**src/rtl/mmu_arbiter_if.sv**
```systemverilog
// mmu_arbiter_if: bundles the two requester ports and the MMU-side bus of
// the MMU arbiter. The arbiter uses the slave modport; requesters and the
// MMU model drive the master side.
`timescale 1ns/1ps

interface mmu_arbiter_if;
    // Port 0 (CPU)
    logic        m0_req;
    logic        m0_we;
    logic [31:0] m0_addr;
    logic [31:0] m0_wdata;
    logic [1:0]  m0_width;
    logic        m0_signed;
    logic [31:0] m0_rdata;
    logic        m0_ack;
    logic        m0_err;
    // Port 1 (debug)
    logic        m1_req;
    logic        m1_we;
    logic [31:0] m1_addr;
    logic [31:0] m1_wdata;
    logic [1:0]  m1_width;
    logic        m1_signed;
    logic [31:0] m1_rdata;
    logic        m1_ack;
    logic        m1_err;
    // MMU side
    logic        mmu_read_enable;
    logic        mmu_write_enable;
    logic [31:0] mmu_address;
    logic [31:0] mmu_data_in;
    logic [1:0]  mmu_data_width;
    logic        mmu_signed_read;
    logic        mmu_mem_ready;
    logic [31:0] mmu_data_out;

    modport slave (
        input  m0_req, m0_we, m0_addr, m0_wdata, m0_width, m0_signed,
        input  m1_req, m1_we, m1_addr, m1_wdata, m1_width, m1_signed,
        input  mmu_mem_ready, mmu_data_out,
        output m0_rdata, m0_ack, m0_err,
        output m1_rdata, m1_ack, m1_err,
        output mmu_read_enable, mmu_write_enable, mmu_address,
        output mmu_data_in, mmu_data_width, mmu_signed_read
    );

    modport master (
        output m0_req, m0_we, m0_addr, m0_wdata, m0_width, m0_signed,
        output m1_req, m1_we, m1_addr, m1_wdata, m1_width, m1_signed,
        output mmu_mem_ready, mmu_data_out,
        input  m0_rdata, m0_ack, m0_err,
        input  m1_rdata, m1_ack, m1_err,
        input  mmu_read_enable, mmu_write_enable, mmu_address,
        input  mmu_data_in, mmu_data_width, mmu_signed_read
    );
endinterface

```
**src/rtl/mmu_arbiter.sv**
```systemverilog
// mmu_arbiter: two-port arbiter in front of a single MMU. One transaction at
// a time flows IDLE -> BUSY -> RESP; all outputs are registered. A BUSY phase
// that sees no mmu_mem_ready for TIMEOUT_CYCLES cycles is aborted with an
// error pulse instead of an ack.
// Build option: define MMU_ARBITER_RR_EN for round-robin arbitration between
// simultaneous requests; otherwise port 0 has fixed priority.
`timescale 1ns/1ps

module mmu_arbiter #(
    parameter int unsigned TIMEOUT_CYCLES = 1023
) (
    input  logic         clk,
    input  logic         reset_n,
    mmu_arbiter_if.slave bus
);

    // Counter value at which one more ready-less BUSY cycle means timeout.
    localparam logic [15:0] TIMEOUT_LAST = 16'(TIMEOUT_CYCLES - 1);

    typedef enum logic [1:0] {
        ST_IDLE = 2'd0,
        ST_BUSY = 2'd1,
        ST_RESP = 2'd2
    } state_t;

    state_t      state_r, state_s;

    logic        rd_en_r, rd_en_s;
    logic        wr_en_r, wr_en_s;
    logic [31:0] addr_r, addr_s;
    logic [31:0] wdata_r, wdata_s;
    logic [1:0]  width_r, width_s;
    logic        sgn_r, sgn_s;
    logic        owner_r, owner_s;
    logic        last_grant_r, last_grant_s;
    logic [15:0] wait_cnt_r, wait_cnt_s;
    logic [31:0] rdata0_r, rdata0_s;
    logic [31:0] rdata1_r, rdata1_s;
    logic        ack0_r, ack0_s;
    logic        ack1_r, ack1_s;
    logic        err0_r, err0_s;
    logic        err1_r, err1_s;

    logic        any_req_s;
    logic        grant_s;
    logic        sel_we_s;
    logic [31:0] sel_addr_s;
    logic [31:0] sel_wdata_s;
    logic [1:0]  sel_width_s;
    logic        sel_sgn_s;
    logic        timeout_hit_s;

    // Arbitration: choose the owner for a transaction that could start now
    // and mux that port's command fields.
    always_comb begin
        any_req_s = bus.m0_req | bus.m1_req;
        if (bus.m0_req && bus.m1_req) begin
`ifdef MMU_ARBITER_RR_EN
            grant_s = ~last_grant_r;
`else
            grant_s = 1'b0;
`endif
        end else if (bus.m0_req) begin
            grant_s = 1'b0;
        end else begin
            grant_s = 1'b1;
        end
        if (grant_s) begin
            sel_we_s    = bus.m1_we;
            sel_addr_s  = bus.m1_addr;
            sel_wdata_s = bus.m1_wdata;
            sel_width_s = bus.m1_width;
            sel_sgn_s   = bus.m1_signed;
        end else begin
            sel_we_s    = bus.m0_we;
            sel_addr_s  = bus.m0_addr;
            sel_wdata_s = bus.m0_wdata;
            sel_width_s = bus.m0_width;
            sel_sgn_s   = bus.m0_signed;
        end
        timeout_hit_s = (wait_cnt_r == TIMEOUT_LAST);
    end

    // State register.
    always_ff @(posedge clk or negedge reset_n) begin
        if (!reset_n) begin
            state_r <= ST_IDLE;
        end else begin
            state_r <= state_s;
        end
    end

    // Next-state logic; ready has priority over timeout in the same cycle.
    always_comb begin
        state_s = state_r;
        case (state_r)
            ST_IDLE: begin
                if (any_req_s) begin
                    state_s = ST_BUSY;
                end else begin
                    state_s = ST_IDLE;
                end
            end
            ST_BUSY: begin
                if (bus.mmu_mem_ready || timeout_hit_s) begin
                    state_s = ST_RESP;
                end else begin
                    state_s = ST_BUSY;
                end
            end
            ST_RESP: begin
                state_s = ST_IDLE;
            end
            default: begin
                state_s = ST_IDLE;
            end
        endcase
    end

    // Output logic: next values of every registered output and the counter.
    always_comb begin
        rd_en_s      = rd_en_r;
        wr_en_s      = wr_en_r;
        addr_s       = addr_r;
        wdata_s      = wdata_r;
        width_s      = width_r;
        sgn_s        = sgn_r;
        owner_s      = owner_r;
        last_grant_s = last_grant_r;
        wait_cnt_s   = wait_cnt_r;
        rdata0_s     = rdata0_r;
        rdata1_s     = rdata1_r;
        ack0_s       = 1'b0;
        ack1_s       = 1'b0;
        err0_s       = 1'b0;
        err1_s       = 1'b0;
        case (state_r)
            ST_IDLE: begin
                if (any_req_s) begin
                    owner_s      = grant_s;
                    last_grant_s = grant_s;
                    rd_en_s      = ~sel_we_s;
                    wr_en_s      = sel_we_s;
                    addr_s       = sel_addr_s;
                    wdata_s      = sel_wdata_s;
                    width_s      = sel_width_s;
                    sgn_s        = sel_sgn_s;
                    wait_cnt_s   = 16'd0;
                end else begin
                    rd_en_s = 1'b0;
                    wr_en_s = 1'b0;
                end
            end
            ST_BUSY: begin
                if (bus.mmu_mem_ready) begin
                    rd_en_s = 1'b0;
                    wr_en_s = 1'b0;
                    // wr_en_r holds the latched write flag while BUSY.
                    if (!wr_en_r) begin
                        if (owner_r) begin
                            rdata1_s = bus.mmu_data_out;
                        end else begin
                            rdata0_s = bus.mmu_data_out;
                        end
                    end else begin
                        rdata0_s = rdata0_r;
                    end
                    if (owner_r) begin
                        ack1_s = 1'b1;
                    end else begin
                        ack0_s = 1'b1;
                    end
                end else if (timeout_hit_s) begin
                    rd_en_s    = 1'b0;
                    wr_en_s    = 1'b0;
                    wait_cnt_s = wait_cnt_r + 16'd1;
                    if (owner_r) begin
                        err1_s = 1'b1;
                    end else begin
                        err0_s = 1'b1;
                    end
                end else begin
                    wait_cnt_s = wait_cnt_r + 16'd1;
                end
            end
            ST_RESP: begin
                rd_en_s = 1'b0;
                wr_en_s = 1'b0;
            end
            default: begin
                rd_en_s = 1'b0;
                wr_en_s = 1'b0;
            end
        endcase
    end

    // Output and datapath registers.
    always_ff @(posedge clk or negedge reset_n) begin
        if (!reset_n) begin
            rd_en_r      <= 1'b0;
            wr_en_r      <= 1'b0;
            addr_r       <= 32'd0;
            wdata_r      <= 32'd0;
            width_r      <= 2'd0;
            sgn_r        <= 1'b0;
            owner_r      <= 1'b0;
            last_grant_r <= 1'b1;
            wait_cnt_r   <= 16'd0;
            rdata0_r     <= 32'd0;
            rdata1_r     <= 32'd0;
            ack0_r       <= 1'b0;
            ack1_r       <= 1'b0;
            err0_r       <= 1'b0;
            err1_r       <= 1'b0;
        end else begin
            rd_en_r      <= rd_en_s;
            wr_en_r      <= wr_en_s;
            addr_r       <= addr_s;
            wdata_r      <= wdata_s;
            width_r      <= width_s;
            sgn_r        <= sgn_s;
            owner_r      <= owner_s;
            last_grant_r <= last_grant_s;
            wait_cnt_r   <= wait_cnt_s;
            rdata0_r     <= rdata0_s;
            rdata1_r     <= rdata1_s;
            ack0_r       <= ack0_s;
            ack1_r       <= ack1_s;
            err0_r       <= err0_s;
            err1_r       <= err1_s;
        end
    end

    assign bus.mmu_read_enable  = rd_en_r;
    assign bus.mmu_write_enable = wr_en_r;
    assign bus.mmu_address      = addr_r;
    assign bus.mmu_data_in      = wdata_r;
    assign bus.mmu_data_width   = width_r;
    assign bus.mmu_signed_read  = sgn_r;
    assign bus.m0_rdata         = rdata0_r;
    assign bus.m1_rdata         = rdata1_r;
    assign bus.m0_ack           = ack0_r;
    assign bus.m1_ack           = ack1_r;
    assign bus.m0_err           = err0_r;
    assign bus.m1_err           = err1_r;

endmodule

```
**src/flat_wrapper.sv**
```systemverilog
// flat-port wrapper written by rule: the top's interface ports become plain ports
module mmu_arbiter_flat 
#(
    parameter int unsigned TIMEOUT_CYCLES = 1023
)
  (clk, reset_n, bus_m0_req, bus_m0_we, bus_m0_addr, bus_m0_wdata, bus_m0_width, bus_m0_signed, bus_m1_req, bus_m1_we, bus_m1_addr, bus_m1_wdata, bus_m1_width, bus_m1_signed, bus_mmu_mem_ready, bus_mmu_data_out, bus_m0_rdata, bus_m0_ack, bus_m0_err, bus_m1_rdata, bus_m1_ack, bus_m1_err, bus_mmu_read_enable, bus_mmu_write_enable, bus_mmu_address, bus_mmu_data_in, bus_mmu_data_width, bus_mmu_signed_read);
  mmu_arbiter_if bus_i ();
  input  logic clk;
  input  logic reset_n;
  input wire logic [$bits(bus_i.m0_req)-1:0] bus_m0_req;
  input wire logic [$bits(bus_i.m0_we)-1:0] bus_m0_we;
  input wire logic [$bits(bus_i.m0_addr)-1:0] bus_m0_addr;
  input wire logic [$bits(bus_i.m0_wdata)-1:0] bus_m0_wdata;
  input wire logic [$bits(bus_i.m0_width)-1:0] bus_m0_width;
  input wire logic [$bits(bus_i.m0_signed)-1:0] bus_m0_signed;
  input wire logic [$bits(bus_i.m1_req)-1:0] bus_m1_req;
  input wire logic [$bits(bus_i.m1_we)-1:0] bus_m1_we;
  input wire logic [$bits(bus_i.m1_addr)-1:0] bus_m1_addr;
  input wire logic [$bits(bus_i.m1_wdata)-1:0] bus_m1_wdata;
  input wire logic [$bits(bus_i.m1_width)-1:0] bus_m1_width;
  input wire logic [$bits(bus_i.m1_signed)-1:0] bus_m1_signed;
  input wire logic [$bits(bus_i.mmu_mem_ready)-1:0] bus_mmu_mem_ready;
  input wire logic [$bits(bus_i.mmu_data_out)-1:0] bus_mmu_data_out;
  output wire logic [$bits(bus_i.m0_rdata)-1:0] bus_m0_rdata;
  output wire logic [$bits(bus_i.m0_ack)-1:0] bus_m0_ack;
  output wire logic [$bits(bus_i.m0_err)-1:0] bus_m0_err;
  output wire logic [$bits(bus_i.m1_rdata)-1:0] bus_m1_rdata;
  output wire logic [$bits(bus_i.m1_ack)-1:0] bus_m1_ack;
  output wire logic [$bits(bus_i.m1_err)-1:0] bus_m1_err;
  output wire logic [$bits(bus_i.mmu_read_enable)-1:0] bus_mmu_read_enable;
  output wire logic [$bits(bus_i.mmu_write_enable)-1:0] bus_mmu_write_enable;
  output wire logic [$bits(bus_i.mmu_address)-1:0] bus_mmu_address;
  output wire logic [$bits(bus_i.mmu_data_in)-1:0] bus_mmu_data_in;
  output wire logic [$bits(bus_i.mmu_data_width)-1:0] bus_mmu_data_width;
  output wire logic [$bits(bus_i.mmu_signed_read)-1:0] bus_mmu_signed_read;
  assign bus_i.m0_req = bus_m0_req;
  assign bus_i.m0_we = bus_m0_we;
  assign bus_i.m0_addr = bus_m0_addr;
  assign bus_i.m0_wdata = bus_m0_wdata;
  assign bus_i.m0_width = bus_m0_width;
  assign bus_i.m0_signed = bus_m0_signed;
  assign bus_i.m1_req = bus_m1_req;
  assign bus_i.m1_we = bus_m1_we;
  assign bus_i.m1_addr = bus_m1_addr;
  assign bus_i.m1_wdata = bus_m1_wdata;
  assign bus_i.m1_width = bus_m1_width;
  assign bus_i.m1_signed = bus_m1_signed;
  assign bus_i.mmu_mem_ready = bus_mmu_mem_ready;
  assign bus_i.mmu_data_out = bus_mmu_data_out;
  assign bus_m0_rdata = bus_i.m0_rdata;
  assign bus_m0_ack = bus_i.m0_ack;
  assign bus_m0_err = bus_i.m0_err;
  assign bus_m1_rdata = bus_i.m1_rdata;
  assign bus_m1_ack = bus_i.m1_ack;
  assign bus_m1_err = bus_i.m1_err;
  assign bus_mmu_read_enable = bus_i.mmu_read_enable;
  assign bus_mmu_write_enable = bus_i.mmu_write_enable;
  assign bus_mmu_address = bus_i.mmu_address;
  assign bus_mmu_data_in = bus_i.mmu_data_in;
  assign bus_mmu_data_width = bus_i.mmu_data_width;
  assign bus_mmu_signed_read = bus_i.mmu_signed_read;
  mmu_arbiter #(.TIMEOUT_CYCLES(TIMEOUT_CYCLES)) u_core (.clk(clk), .reset_n(reset_n), .bus(bus_i));
endmodule
```
**config.mk**
```make
export PLATFORM = sky130hd
export DESIGN_NAME = mmu_arbiter_flat
export DESIGN_NICKNAME = d
export VERILOG_FILES = /design/src/rtl/mmu_arbiter_if.sv /design/src/rtl/mmu_arbiter.sv /design/src/flat_wrapper.sv
export SDC_FILE = /design/constraint.sdc
export NUM_CORES = 1
export LEC_CHECK = 0
export ABC_AREA = 1
export CAP_MARGIN = 10
export CELL_PAD_IN_SITES_DETAIL_PLACEMENT = 0
export CELL_PAD_IN_SITES_GLOBAL_PLACEMENT = 1
export CORE_ASPECT_RATIO = 1.2
export CORE_MARGIN = 1.5
export CORE_UTILIZATION = 27
export CTS_CLUSTER_SIZE = 10
export DETAILED_ROUTE_END_ITERATION = 10
export PLACE_DENSITY = 0.76
export SYNTH_ARGS = -nofsm -noshare
export SYNTH_HDL_FRONTEND = slang
export SYNTH_SLANG_ARGS = --single-unit
export TNS_END_PERCENT = 30
```
**constraint.sdc**
```tcl
create_clock -name clk -period 1.2 [get_ports clk]
set_input_delay 0.3 -clock clk [delete_from_list [all_inputs] [get_ports clk]]
set_output_delay 0.3 -clock clk [all_outputs]
set_load 0.02 [all_outputs]
```
==> results.cfg, run 1 <==
[status]
outcome = finished with violations
violations = setup timing

[final_layout]
drive_gt1_share_pct = 31.3
area_growth_pct = 82.2
nNetsFinal = 1381
ff_latch_area_sq_mm = 0.00391
finalNonFillerCells = 1544
design_area_sq_mm = 0.0123
multi_input_area_sq_mm = 0.00265
nFillCells = 2361
antennaDiodeCount = 0
fin_util_pct = 49.9

[global_route]
grt_pass1_vias = 6438
grtUsageTotal_pct = 16.3
grt_pass1_wl_microns = 33400
met3_usage_pct = 5.04
grt_max_degree = 51
use_met2_pct = 27.6
overflow = 0
antenna_found_initial = 0
grtUsageMet1_pct = 19.6
grt.busiest_layer = met2

[power]
p_leak_nw = 5.77
power_mw = 30.6
peakVddDrop_uv = 1090
p_per_area_mw_per_mm2 = 2490

[drt]
ant_nets = 0
routed_via_density = 4.43
wirelength_microns = 23100
route.detailed.drc = 0
avgRoutedWirePerCell_microns = 14.9
via_count = 6833
drt-pass1-iter-count = 6
drt-initial-drc-count = 256

[critical_path]
cp_top_family = flip-flops
critPathKind = flip-flop to flip-flop
startpoint_type = flip-flop
cp_max_fo = 13
end_kind = flip-flop
crit_arrival_ns = 1.72
worst-path-buf-inv = 3
cp_data_required_time_ns = 1.53
rr_endpoint = u_core.bus.m1_rdata[11]$_DFFE_PN0P_
slowest_stage = dfrtp_1
crit_chain = inv_2 > nand2_2 > nor2_4 > inv_2 > nor2_4 > nand2_4 > clkbuf_16 > o21ai_0
slowest_delay_ns = 0.42
r2r_slack_ns = -0.19
r2r-start = u_core.state_r[1]$_DFF_PN0_
reg2regPathDepth = 8

[synthesis]
synth_top_area_share_pct = 57.8
postSynthCellCount = 788
synth_nets = 963
syn_area_sq_mm = 0.00675
ys_seq_elements = 156
ys_seq_area_share_pct = 57.8
yosys_warnings = 0
synth_area_leader_cell = dfrtp_1
synth.avg_cell_area_sq_um = 8.56
synth.area.top_cells = dfrtp_1, nand2_1, a31oi_1
ys_types = 27

[timing]
finalClockSkew_ns = 0.0117
period_share_pct = 116
setup_ws_ns = -0.190
finalHoldViolCount = 0
finalCriticalPeriod_ns = 1.39
rsz0062_at_grt = yes
report.final.slew_viol_count = 0
setup_viol = 291
worstMarginPinSlew_ns = 0.530
fmaxAchievable_mhz = 719
max_slew_margin_pct = 64.3

[floorplan]
die_x_microns = 147
die-area_sq_mm = 0.0260
dieHeight_microns = 176
io_pins = 310
start_util_pct = 27.4
fp-row-count = 63
core-area_sq_mm = 0.0247

[cts]
numCtsBuffers = 17
htreeDepth = 4
ctsRootBufferMaster = clkbuf_16
clockBufferDepth = 2
path_clk_slew_ns = 0.07
cts_tree = yes
clk_latency_ns = 0.42
clock_sink_count = 156

[placed_design]
routabilityCongestion = 0.780
dpl.hpwl_microns = 15400
port_buffers = 309
dp_cells = 1457
dpl_cell_area_sq_mm = 0.0107

[job]
maxCapViolCount = 0

[hold_path]
hp-class = input port to asynchronous set/reset pin
==> layout make-up <==
| class | instances | area share, % |
|---|---|---|
| Clock buffer | 17 | 3.46 |
| Timing Repair Buffer | 440 | 36.0 |
| Inverter | 64 | 2.22 |
| Tap cell | 325 | 3.31 |
| Clock inverter | 15 | 1.43 |
| Sequential cell | 156 | 31.7 |
| Timing Repair inverter | 2 | 0.295 |
| Multi-Input combinational cell | 525 | 21.5 |
==> flip-flops by register name, indices dropped and copies added, names as in the netlist <==
name	flops
u_core.wait_cnt_r	16
u_core.bus.m1_rdata	32
u_core.bus.m0_err	1
u_core.bus.mmu_signed_read	1
u_core.bus.mmu_write_enable	1
u_core.bus.m0_rdata	32
u_core.bus.mmu_data_width	2
u_core.bus.mmu_read_enable	1
u_core.bus.m1_err	1
u_core.owner_r	1
u_core.bus.m0_ack	1
u_core.bus.m1_ack	1
u_core.bus.mmu_address	32
u_core.bus.mmu_data_in	32
u_core.state_r	2
==> worst register-to-register path: cells and delay by family, from the launching register on <==
family          cells  cell delay (ns)
buf+inv             3             0.36
simple gates        4             0.39
flops               1             0.42
compound gates      1             0.15
==> layer usage <==
layer	vias to the layer above	wire length [microns]
met2	257	11700
met1	3175	9330
li1	3383	-
met5	-	0
met3	18	1750
met4	0	301
==> worst max path at each step <==
stage                           startpoint  cells past startpoint                                   to
6_report       u_core.state_r[1]$_DFF_PN0_                      8  u_core.bus.m1_rdata[11]$_DFFE_PN0P_
5_1_grt        u_core.state_r[1]$_DFF_PN0_                      9  u_core.bus.m1_rdata[30]$_DFFE_PN0P_
4_1_cts        u_core.state_r[1]$_DFF_PN0_                      8    u_core.wait_cnt_r[13]$_DFFE_PN0P_
3_5_place_dp             bus_mmu_mem_ready                      9  u_core.bus.m1_rdata[12]$_DFFE_PN0P_
3_3_place_gp             bus_mmu_mem_ready                      9     u_core.wait_cnt_r[8]$_DFFE_PN0P_
2_1_floorplan  u_core.state_r[1]$_DFF_PN0_                      9  u_core.bus.m0_rdata[11]$_DFFE_PN0P_
==> cell families (layout without fill, tap and decap cells) <==
logic type,after synthesis,count (layout),synth area share [%]
compound gates,149,149,12.4
xor+xnor,1,1,0.130
fa+ha+maj,2,2,0.371
buf+inv,107,538,7.53
flops,156,156,57.8
simple gates,373,373,21.8
==> through the flow <==
stage	hold WS [ns]	TNS (ns)	setup slack, ns
after floorplan	0.00441	-0.938	-0.0258
after CTS	0.286	-28.62	-0.170
final	0.301	-24.71	-0.190
after detailed placement	0.169	-77.71	-0.537
after global placement	0.172	-75.40	-0.504
after global routing	0.303	-43.02	-0.275
==> what timing repair did <==
action	4_1_cts	5_1_grt
setup endpoints to repair	290	291
endpoints found under the hold margin	73	0
pin swaps	2	8
setup buffers	30	6
hold buffers	1	0
gates resized for setup	734	122
cloned	0	18
==> where the power goes <==
part	internal [mW]	total (mW)	switching (mW)
sequential	7.49	9.27	1.78
combinational	8.08	15.7	7.62
clock	3.15	5.60	2.46
==> synth_stat cells (all sizes together) <==
cell type,instances
a21oi,8
a31oi,67
and3,1
buf,32
clkbuf,11
dfrtp,156
ha,2
inv,64
nand2,246
nand3,18
nand4,1
nor2,103
nor3,3
o21ai,72
o21bai,1
o31ai,1
or2,1
xnor2,1
==> cells in the final DEF (no fill, tap or decap), drive strengths merged <==
| cell | Yosys | final |
|---|---|---|
| xnor2 | 1 | 1 |
| clkinvlp | 0 | 3 |
| nor2 | 103 | 103 |
| nand2 | 246 | 246 |
| o31ai | 1 | 1 |
| dlygate4sd3 | 0 | 1 |
| inv | 64 | 71 |
| ha | 2 | 2 |
| or2 | 1 | 1 |
| clkdlybuf4s50 | 0 | 170 |
| clkbuf | 11 | 28 |
| and3 | 1 | 1 |
| o21bai | 1 | 1 |
| dfrtp | 156 | 156 |
| buf | 32 | 258 |
| a21oi | 8 | 8 |
| clkinv | 0 | 5 |
| nand4 | 1 | 1 |
| bufinv | 0 | 2 |
| nor3 | 3 | 3 |
| a31oi | 67 | 67 |
| nand3 | 18 | 18 |
| o21ai | 72 | 72 |
Power figures use the tool's default switching activity.
==> run 2: changes to the inputs <==
--- a/config.mk
+++ b/config.mk
@@ -15,6 +15,7 @@
 export CTS_CLUSTER_SIZE = 10
 export DETAILED_ROUTE_END_ITERATION = 10
 export PLACE_DENSITY = 0.76
+export SKIP_LAST_GASP = 1
 export SYNTH_ARGS = -nofsm -noshare
 export SYNTH_HDL_FRONTEND = slang
 export SYNTH_SLANG_ARGS = --single-unit
==> results.cfg, run 2 (synthesis results as in run 1) <==
[status]
outcome = finished with violations
violations = setup timing

[cts]
clockBufferDepth = 2
clock_sink_count = 156
ctsRootBufferMaster = clkbuf_16
cts_tree = yes
clk_latency_ns = 0.42
numCtsBuffers = 17
path_clk_slew_ns = 0.07
htreeDepth = 4

[global_route]
grt_pass1_vias = 6410
antenna_found_initial = 0
grt_max_degree = 51
grt_pass1_wl_microns = 33300
grtUsageTotal_pct = 16.3
overflow = 0

[final_layout]
nNetsFinal = 1363
area_growth_pct = 76.1
finalNonFillerCells = 1526
fin_util_pct = 48.2
final_common_cell = nand2_1
design_area_sq_mm = 0.0119
drive_gt1_share_pct = 26.1
antennaDiodeCount = 0
final_cell_mix = nand2_1, clkdlybuf4s50_1, dfrtp_1, nor2_1, buf_4

[critical_path]
slowest_delay_ns = 0.39
reg2regPathDepth = 8
cp_data_required_time_ns = 1.53
r2r-start = u_core.state_r[1]$_DFF_PN0_
cp_max_fo = 13
startpoint_type = flip-flop
slowest_stage = dfrtp_1
end_kind = flip-flop
cp_top_family = flip-flops
crit_chain = inv_1 > nand2_1 > nor2_2 > inv_2 > nor2_4 > nand2_4 > clkbuf_16 > o21ai_0
worst-path-buf-inv = 3
critPathKind = flip-flop to flip-flop
rr_endpoint = u_core.bus.m1_rdata[11]$_DFFE_PN0P_
path_depth = 8
r2r_slack_ns = -0.19
crit_arrival_ns = 1.72

[drt]
route.detailed.drc = 0
via_count = 6631
drt-initial-drc-count = 245
routed_via_density = 4.35
ant_nets = 0
drt-pass1-iter-count = 4
wirelength_microns = 21500
avgRoutedWirePerCell_microns = 14.1

[job]
maxCapViolCount = 0

[timing]
fmaxAchievable_mhz = 720
setup_ws_ns = -0.188
period_share_pct = 116
rsz0062_at_grt = yes
worstMarginPinSlew_ns = 0.529
finalClockSkew_ns = 0.0134
finalCriticalPeriod_ns = 1.39
finalHoldViolCount = 0
setup_viol = 287
max_slew_margin_pct = 64.4
holdWs_ns = 0.299
tns_ns = -29.48
report.final.slew_viol_count = 0

[placed_design]
pre_cts_ws_ns = -0.537
dpl_cell_area_sq_mm = 0.0107
dp_cells = 1457
port_buffers = 309
routabilityCongestion = 0.780
dpl.hpwl_microns = 15400

[floorplan]
io_pins = 310
core-area_sq_mm = 0.0247
die_x_microns = 147
die-area_sq_mm = 0.0260
dieHeight_microns = 176
fp-row-count = 63
start_util_pct = 27.4

[power]
peakVddDrop_uv = 1120
p_per_area_mw_per_mm2 = 2410
p_leak_nw = 5.56
power_mw = 28.7

[hold_path]
hp-class = input port to asynchronous set/reset pin
-- run 2: changes by cell type in the layout (fill, tap and decap cells not counted), sizes merged --
| cell | delta |
|---|---|
| clkinv | -2 |
| clkdlybuf4s15 | +46 |
| clkbuf | -8 |
| buf | -54 |
-- run 2: final cells by class --
cell class	instances	area [sq um]
clock inverters	15	176
inverters	64	251
repair buffers	424	4320
well taps	325	407
fillers	2386	12800
flip-flops and latches	156	3910
clock buffers	17	425
multi-input cells	525	2400
-- run 2: power by group --
part	switching (mW)	internal, mW	total [mW]
clock network	2.45	3.15	5.60
logic	6.86	7.18	14.0
registers	1.56	7.49	9.06
-- run 2: layer usage --
layer	vias to the layer above	track usage [%]	part of all wire (%)
met5	-	0	0
met4	0	5.29	1.5
li1	3339	-	-
met2	240	27.6	49
met1	3033	19.7	41
met3	19	5.01	7.7
-- run 2: worst max path at each step --
stage	start	end	slack (ns)
after CTS	u_core.state_r[1]$_DFF_PN0_	u_core.bus.m1_rdata[12]$_DFFE_PN0P_	-0.19
after detailed placement	bus_mmu_mem_ready	u_core.bus.m1_rdata[12]$_DFFE_PN0P_	-0.54
after global routing	u_core.state_r[1]$_DFF_PN0_	u_core.bus.m0_rdata[13]$_DFFE_PN0P_	-0.29
after global placement	bus_mmu_mem_ready	u_core.wait_cnt_r[8]$_DFFE_PN0P_	-0.50
final	u_core.state_r[1]$_DFF_PN0_	u_core.bus.m1_rdata[11]$_DFFE_PN0P_	-0.19
after floorplan	u_core.state_r[1]$_DFF_PN0_	u_core.bus.m0_rdata[11]$_DFFE_PN0P_	-0.03
-- run 2: worst register-to-register path: stages, from the launching register on --
cell and delay (ns):
dfrtp_1 0.39, inv_1 0.08, nand2_1 0.07, nor2_2 0.10
inv_2 0.07, nor2_4 0.11, nand2_4 0.12, clkbuf_16 0.20
o21ai_0 0.15
-- run 2: repair_timing --
action                                  4_1_cts  5_1_grt
gates cloned                                  0        4
gates resized for setup                     671       25
pin swaps                                     0        7
hold endpoints to repair                     73        0
setup buffers                                30        2
endpoints found under the setup margin      290      291
hold buffers                                  1        0
